File: src/rtl/dlbf_pkg.sv
// Shared types and default constants for the DLBF slave readback controller.
// Holds the FSM state encoding and the default read latency / buffer sizing.
package dlbf_pkg;

   typedef enum logic [2:0] {
      IDLE    = 3'd0,
      WAIT_RX = 3'd1,
      READ    = 3'd2,
      DRAIN   = 3'd3,
      DONE    = 3'd4
   } state_e;

   localparam int RD_LATENCY = 8;
   localparam int FIFO_DEPTH = 16;
   localparam int FIRST_ADDR = 1;

endpackage

File: src/rtl/dlbf_rdctrl_fifo.sv
// Synchronous output buffer for the readback stream.
// First-word fall-through read port; exposes current occupancy.
module dlbf_rdctrl_fifo #(
   parameter int WIDTH = 64,
   parameter int DEPTH = 16
) (
   input  logic                     clk_i,
   input  logic                     rst_ni,
   input  logic                     push_i,
   input  logic [WIDTH-1:0]         data_i,
   input  logic                     pop_i,
   output logic [WIDTH-1:0]         data_o,
   output logic                     empty_o,
   output logic [$clog2(DEPTH):0]   count_o
);

   localparam int AW = $clog2(DEPTH);

   logic [WIDTH-1:0] mem_q [DEPTH];
   logic [AW-1:0]    wr_q;
   logic [AW-1:0]    rd_q;
   logic [AW:0]      cnt_q;
   logic [AW:0]      cnt_d;
   logic             do_pop;

   assign do_pop  = pop_i && (cnt_q != '0);
   assign data_o  = mem_q[rd_q];
   assign empty_o = (cnt_q == '0);
   assign count_o = cnt_q;

   // occupancy: push and pop together leave it unchanged
   always_comb begin
      cnt_d = cnt_q;
      unique case ({push_i, do_pop})
         2'b10:   cnt_d = cnt_q + 1'b1;
         2'b01:   cnt_d = cnt_q - 1'b1;
         default: cnt_d = cnt_q;
      endcase
   end

   // storage array, contents need no reset
   always_ff @(posedge clk_i) begin
      if (push_i) begin
         mem_q[wr_q] <= data_i;
      end
   end

   // pointers and count
   always_ff @(posedge clk_i) begin
      if (!rst_ni) begin
         wr_q  <= '0;
         rd_q  <= '0;
         cnt_q <= '0;
      end else begin
         if (push_i) begin
            wr_q <= wr_q + 1'b1;
         end
         if (do_pop) begin
            rd_q <= rd_q + 1'b1;
         end
         cnt_q <= cnt_d;
      end
   end

endmodule

File: src/rtl/dlbf_slave_rdctrl.sv
// Port-B readback controller: streams captured words 1..N out over AXI-Stream.
// Optional DLBF_RDCTRL_AUTOSTART_EN: rxdone rising edge in IDLE acts as start.
module dlbf_slave_rdctrl #(
   parameter int TDATA_WIDTH = 64,
   parameter int ADDR_WIDTH  = 16,
   parameter int RD_LATENCY  = dlbf_pkg::RD_LATENCY,
   parameter int FIFO_DEPTH  = dlbf_pkg::FIFO_DEPTH
) (
   input  logic                   s_axis_clk,
   input  logic                   slave_rst_n,
   input  logic                   start,
   input  logic                   rxdone,
   input  logic [15:0]            word_count,
   output logic                   enb,
   output logic [7:0]             web,
   output logic [ADDR_WIDTH-1:0]  addrb,
   output logic [TDATA_WIDTH-1:0] dinb,
   input  logic [TDATA_WIDTH-1:0] doutb,
   output logic                   m_axis_tvalid,
   input  logic                   m_axis_tready,
   output logic [TDATA_WIDTH-1:0] m_axis_tdata,
   output logic                   m_axis_tlast,
   output logic                   busy,
   output logic                   done,
   output logic                   err,
   output logic [2:0]             state_wire
);

   import dlbf_pkg::*;

   localparam int CW = $clog2(FIFO_DEPTH) + 1;
   localparam logic [ADDR_WIDTH-1:0] A_FIRST = ADDR_WIDTH'(FIRST_ADDR);

   state_e                 state_q, state_d;
   logic [15:0]            n_q, n_d;
   logic [ADDR_WIDTH-1:0]  addr_q, addr_d;
   logic [15:0]            beats_q, beats_d;
   logic                   done_q, done_d;
   logic                   err_q, err_d;
   logic [RD_LATENCY-1:0]  tok_q;
   logic [CW-1:0]          infl_q, infl_d;
   logic [CW-1:0]          fifo_cnt;
   logic                   fifo_empty;
   logic [TDATA_WIDTH-1:0] fifo_data;
   logic                   issue;
   logic                   tok_out;
   logic                   beat_acc;
   logic                   credit_ok;
   logic                   start_go;

`ifdef DLBF_RDCTRL_AUTOSTART_EN
   logic rx_q;

   // previous rxdone level for edge detection
   always_ff @(posedge s_axis_clk) begin
      rx_q <= rxdone;
   end

   assign start_go = start || (rxdone && !rx_q);
`else
   assign start_go = start;
`endif

   assign tok_out   = tok_q[RD_LATENCY-1];
   assign credit_ok = ({1'b0, infl_q} + {1'b0, fifo_cnt})
                      < (CW+1)'(FIFO_DEPTH);

   assign m_axis_tvalid = !fifo_empty;
   assign m_axis_tdata  = m_axis_tvalid ? fifo_data : '0;
   assign m_axis_tlast  = m_axis_tvalid && (beats_q == n_q - 16'd1);
   assign beat_acc      = m_axis_tvalid && m_axis_tready;

   assign enb        = issue;
   assign addrb      = issue ? addr_q : '0;
   assign web        = '0;
   assign dinb       = '0;
   assign busy       = (state_q == WAIT_RX) || (state_q == READ)
                       || (state_q == DRAIN);
   assign done       = done_q;
   assign err        = err_q;
   assign state_wire = state_q;

   // next-state, read issue and status update
   always_comb begin
      state_d = state_q;
      n_d     = n_q;
      addr_d  = addr_q;
      beats_d = beats_q;
      done_d  = done_q;
      err_d   = err_q;
      issue   = 1'b0;
      if (beat_acc) begin
         beats_d = beats_q + 16'd1;
      end
      if (start && (state_q != IDLE)) begin
         err_d = 1'b1;
      end
      unique case (state_q)
         IDLE: begin
            if (start_go) begin
               n_d     = word_count;
               addr_d  = A_FIRST;
               beats_d = '0;
               done_d  = 1'b0;
               err_d   = 1'b0;
               state_d = WAIT_RX;
            end
         end
         WAIT_RX: begin
            if (rxdone) begin
               if (n_q == '0) begin
                  state_d = DONE;
                  done_d  = 1'b1;
               end else begin
                  state_d = READ;
               end
            end
         end
         READ: begin
            if (credit_ok) begin
               issue  = 1'b1;
               addr_d = addr_q + 1'b1;
               if (addr_q == ADDR_WIDTH'(n_q)) begin
                  state_d = DRAIN;
               end
            end
         end
         DRAIN: begin
            if (beat_acc && m_axis_tlast) begin
               state_d = DONE;
               done_d  = 1'b1;
            end
         end
         DONE: begin
            state_d = IDLE;
         end
         default: begin
            state_d = IDLE;
         end
      endcase
   end

   // in-flight count tracks tokens still inside the read pipe
   always_comb begin
      infl_d = infl_q;
      unique case ({issue, tok_out})
         2'b10:   infl_d = infl_q + 1'b1;
         2'b01:   infl_d = infl_q - 1'b1;
         default: infl_d = infl_q;
      endcase
   end

   // FSM and transfer bookkeeping registers
   always_ff @(posedge s_axis_clk) begin
      if (!slave_rst_n) begin
         state_q <= IDLE;
         n_q     <= '0;
         addr_q  <= A_FIRST;
         beats_q <= '0;
         done_q  <= 1'b0;
         err_q   <= 1'b0;
      end else begin
         state_q <= state_d;
         n_q     <= n_d;
         addr_q  <= addr_d;
         beats_q <= beats_d;
         done_q  <= done_d;
         err_q   <= err_d;
      end
   end

   // read-valid token pipe matching the RAM latency
   always_ff @(posedge s_axis_clk) begin
      if (!slave_rst_n) begin
         tok_q  <= '0;
         infl_q <= '0;
      end else begin
         tok_q  <= {tok_q[RD_LATENCY-2:0], issue};
         infl_q <= infl_d;
      end
   end

   dlbf_rdctrl_fifo #(
      .WIDTH (TDATA_WIDTH),
      .DEPTH (FIFO_DEPTH)
   ) u_fifo (
      .clk_i   (s_axis_clk),
      .rst_ni  (slave_rst_n),
      .push_i  (tok_out),
      .data_i  (doutb),
      .pop_i   (beat_acc),
      .data_o  (fifo_data),
      .empty_o (fifo_empty),
      .count_o (fifo_cnt)
   );

endmodule

File: config.mk
export PLATFORM = sky130hd
export DESIGN_NAME = dlbf_slave_rdctrl
export DESIGN_NICKNAME = d
export VERILOG_FILES = /design/src/rtl/dlbf_pkg.sv /design/src/rtl/dlbf_rdctrl_fifo.sv /design/src/rtl/dlbf_slave_rdctrl.sv
export SDC_FILE = /design/constraint.sdc
export NUM_CORES = 1
export LEC_CHECK = 0
export CORE_ASPECT_RATIO = 1.2
export CORE_MARGIN = 5
export CORE_UTILIZATION = 54
export DETAILED_ROUTE_END_ITERATION = 8
export GPL_ROUTABILITY_DRIVEN = 0
export GPL_TIMING_DRIVEN = 0
export MAX_ROUTING_LAYER = met4
export PLACE_DENSITY = 0.76
export RECOVER_POWER = 50
export SKIP_LAST_GASP = 1
export SYNTH_ARGS = -nofsm -noshare
export SYNTH_HDL_FRONTEND = slang
export SYNTH_SLANG_ARGS = --single-unit
File: constraint.sdc
create_clock -name s_axis_clk -period 3.2 [get_ports s_axis_clk]
set_input_delay 0.64 -clock s_axis_clk [delete_from_list [all_inputs] [get_ports s_axis_clk]]
set_output_delay 0.64 -clock s_axis_clk [all_outputs]
set_load 0.005 [all_outputs]
==> results.md <==
* Pin count of the biggest net entering global routing at 46
* #FFs+latches synth at about 1.1k
* Avg WL per Cell at about 32 um
* CP Data Required Time at between 2000 and 3000 ps
* Worst-skew pair later-pin latency at about 700 ps
* Share of cells above drive strength 1 at 0.356
* GRT overflow at 0
* RSZ-0062 raised after global routing: true
* Most used cell, CP: mux4_2
* Initial DRC Count at about 3.6k
* Drt pass-1 iters at 6
* CTS Buffer Depth at 3
* Slowest cell on the critical path: mux4_2
* CP Launch Type: register
* I/O Pins at 246
* Routed Antenna Nets at 0
* Initial antenna violation count at 21
* Crit path depth at 7
* Synthesized area at 43,900 um2
* GRT Total Usage at 0.254
* Area delta synth->final at 22.9%
* Fmax at ~0.27 GHz
* Fill count at 4,771
* Buffers on Ports at about 170
* Footprint of the multi-input gates at 11,300 um2
* Critical-path cell list: clkbuf_16 -> buf_16 -> buf_4 -> mux4_2 -> mux4_2 -> nor2b_1 -> dlymetal6s2s_1
* Final hold vios at 0
* Die ar. at between 80,000 and 90,000 um2
* Period utilization at 1.17
* Non-filler instance count after layout at 3,772
* Count of final setup violators at 85
* Post-synth ARST share at 0
* Setup crit end kind: output pin
* DP HPWL at 60.1 mm
* WL final at roughly 120 mm
* Crit path buffers/inverters at 4
* Maxcap violations at 2
* Worst R2R End: u_fifo.count_o[4]
* Slew margin rel. at -0.173
* Design area at around 54,000 um2
* Worst-margin pin slew at 1760 ps
* Setup WS post-layout at -528 ps
* Die width at about 270 um
* DIE HEIGHT at about 320 um
* Clock Skews at ~28 ps
* Crit path to: m_axis_tdata[19]
* Routed vias at between 20k and 25k
* Static Leak at around 18 nW
* PwrDens at around 540 nW/um2
* Clock root buffer: clkbuf_16
* Worst Hold Class: register to register
* CTS HTree Levels at 3
* Slew Limit Fails at 48
* Placed cell area at ~48,000 um2
* Yosys Warn Count at 0
* VDD IR-drop max at ~480 uV
* Post-layout min period at between 3000 and 4000 ps
* Commonest cells after routing, fill and taps aside: edfxtp_1, mux4_2, buf_4
* Vias per inst at 6.36
* Syn_area_per_cell at 20.8 um2
* Vias in the first global route at between 20k and 25k
* Reg2Reg Depth at 12
* Reg area at around 32,000 um2
* Commonest non-fill, non-tap cell in the layout: edfxtp_1
* Crit Path Class: register to output pin
* First-pass GRT wire length at around 160 mm
* CP max stage delay at 560 ps
* TritonCTS clock tree: built
* Clk sinks at between 1k and 1.5k
* Reg clk slew, reported paths at roughly 60 ps
* Starting Density at 0.545
* Reg2reg setup slack at -50 ps
* Fin Hold WS at about 440 ps
* Pre-CTS WS at -1450 ps
* Worst Path Arrival at just over 3000 ps
* EDFF count, synth at 1,024
* Area of the core at roughly 81,000 um2
* Post-Syn Instances at ~2.1k
* Std cell rows at 114
* # nets final at 2,731
* Cell family with most CP delay: multiplexers
* Post-synthesis sequential area ratio at 0.738
* Post-synthesis cell type count at 60
* Dpl cells at roughly 3.4k
* Tot Pwr at roughly 29 mW
* CP max FO at 7
* Failing checks: max-capacitance violations, max-slew violations, negative setup slack
* Drc violations at 0
* Cts bufs inserted at ~100
* Ys flop type: edfxtp_1
* FF-to-FF Start: u_fifo.count_o[1]
* Status: finished with violations
-- what timing repair did --
action / in CTS / in global routing
buffers inserted: 7 / 133
gates resized for setup: 298 / 469
hold buffers: 0 / 0
endpoints found under the setup margin: 85 / 86
pin swaps: 4 / 12
gates cloned: 0 / 13
-- per-stage QoR --
step	TNS (ps)	util
after floorplan	0	-
after global placement	-1683690	0.586
after detailed placement	-89920	0.592
after CTS	-51700	0.642
after global routing	-37620	0.670
final	-32460	0.670
-- cells in the mapped netlist (11+ instances only) --
library cell  instances  area share
a21boi_0             18      0.0031
and2_1               56      0.0080
buf_1                25      0.0021
buf_4                72       0.012
clkbuf_1             72      0.0062
dfxtp_1              83       0.038
edfxtp_1           1024        0.70
ha_1                 21      0.0060
inv_1                15      0.0013
mux4_2              320        0.16
nand2_1              60      0.0051
nand4_1              18      0.0026
nor2_1               49      0.0042
nor2b_1              73       0.010
o21ai_0              11      0.0013
xnor2_1              49      0.0098
xor2_1               30      0.0060
-- final cells by class --
cell class,instances,share of cell area
sequential,1107,0.601
clock buffer,128,0.0507
multi-input combinational,882,0.209
antenna,20,0.000927
inverter,15,0.00118
buffer,174,0.0340
timing repair buffer,339,0.0682
tap,1044,0.0242
clock inverter,63,0.0113
-- routing by layer --
layer / global-route usage / vias up / wire length [um]
met5: - / - / 0
met4: 0.0698 / 0 / 4550
met3: 0.0494 / 328 / 12400
met2: 0.430 / 1856 / 62400
met1: 0.321 / 12300 / 40700
li1: - / 9503 / -
-- flip-flops by register name, summed over array words and instances (netlist names), named ones only --
| register | count |
|---|---|
| addr_q | 16 |
| beats_q | 16 |
| done | 1 |
| infl_q | 5 |
| n_q | 16 |
| state_wire | 3 |
| tok_q | 8 |
| u_fifo.count_o | 5 |
| u_fifo.mem_q | 1024 |
| u_fifo.rd_q | 4 |
| u_fifo.wr_q | 4 |
-- power by group --
group          switching, mW  internal [mW]  total (mW)  leakage [nW]
registers             0.0447           15.8        15.8          9.88
clock network           5.42           6.90        12.3          1.62
logic                  0.501          0.371       0.872          6.44
-- worst register-to-register path, cell delays in order (launching register included) --
cell      delay (ps)
dfxtp_1          370
or4_1            600
o21a_1           270
clkbuf_1         310
ha_2             320
inv_1            120
fa_2             240
inv_1             60
a21o_1           160
a21oi_1          180
xnor2_1          100
or3_1            310
a21boi_1         140
-- logic make-up after synthesis --
group / share of synthesized area
DFF: 0.738
muxes: 0.165
and+or+nand+nor: 0.0396
buffers and inverters: 0.0236
xor gates and xnor gates: 0.0158
AOI/OAI and AO/OA: 0.0108
adders and majority gates: 0.00690
other: 0.0000854
-- worst min-delay path by stage --
stage	startpoint	to	slack, ps	cells after the start
floorplan	tok_q[0]	tok_q[1]	410	1
global placement	tok_q[3]	tok_q[4]	420	1
detailed placement	tok_q[0]	tok_q[1]	420	1
CTS	tok_q[5]	tok_q[6]	440	1
global route	tok_q[0]	tok_q[1]	460	1
finish	tok_q[5]	tok_q[6]	440	1
Power figures use the tool's default switching activity.
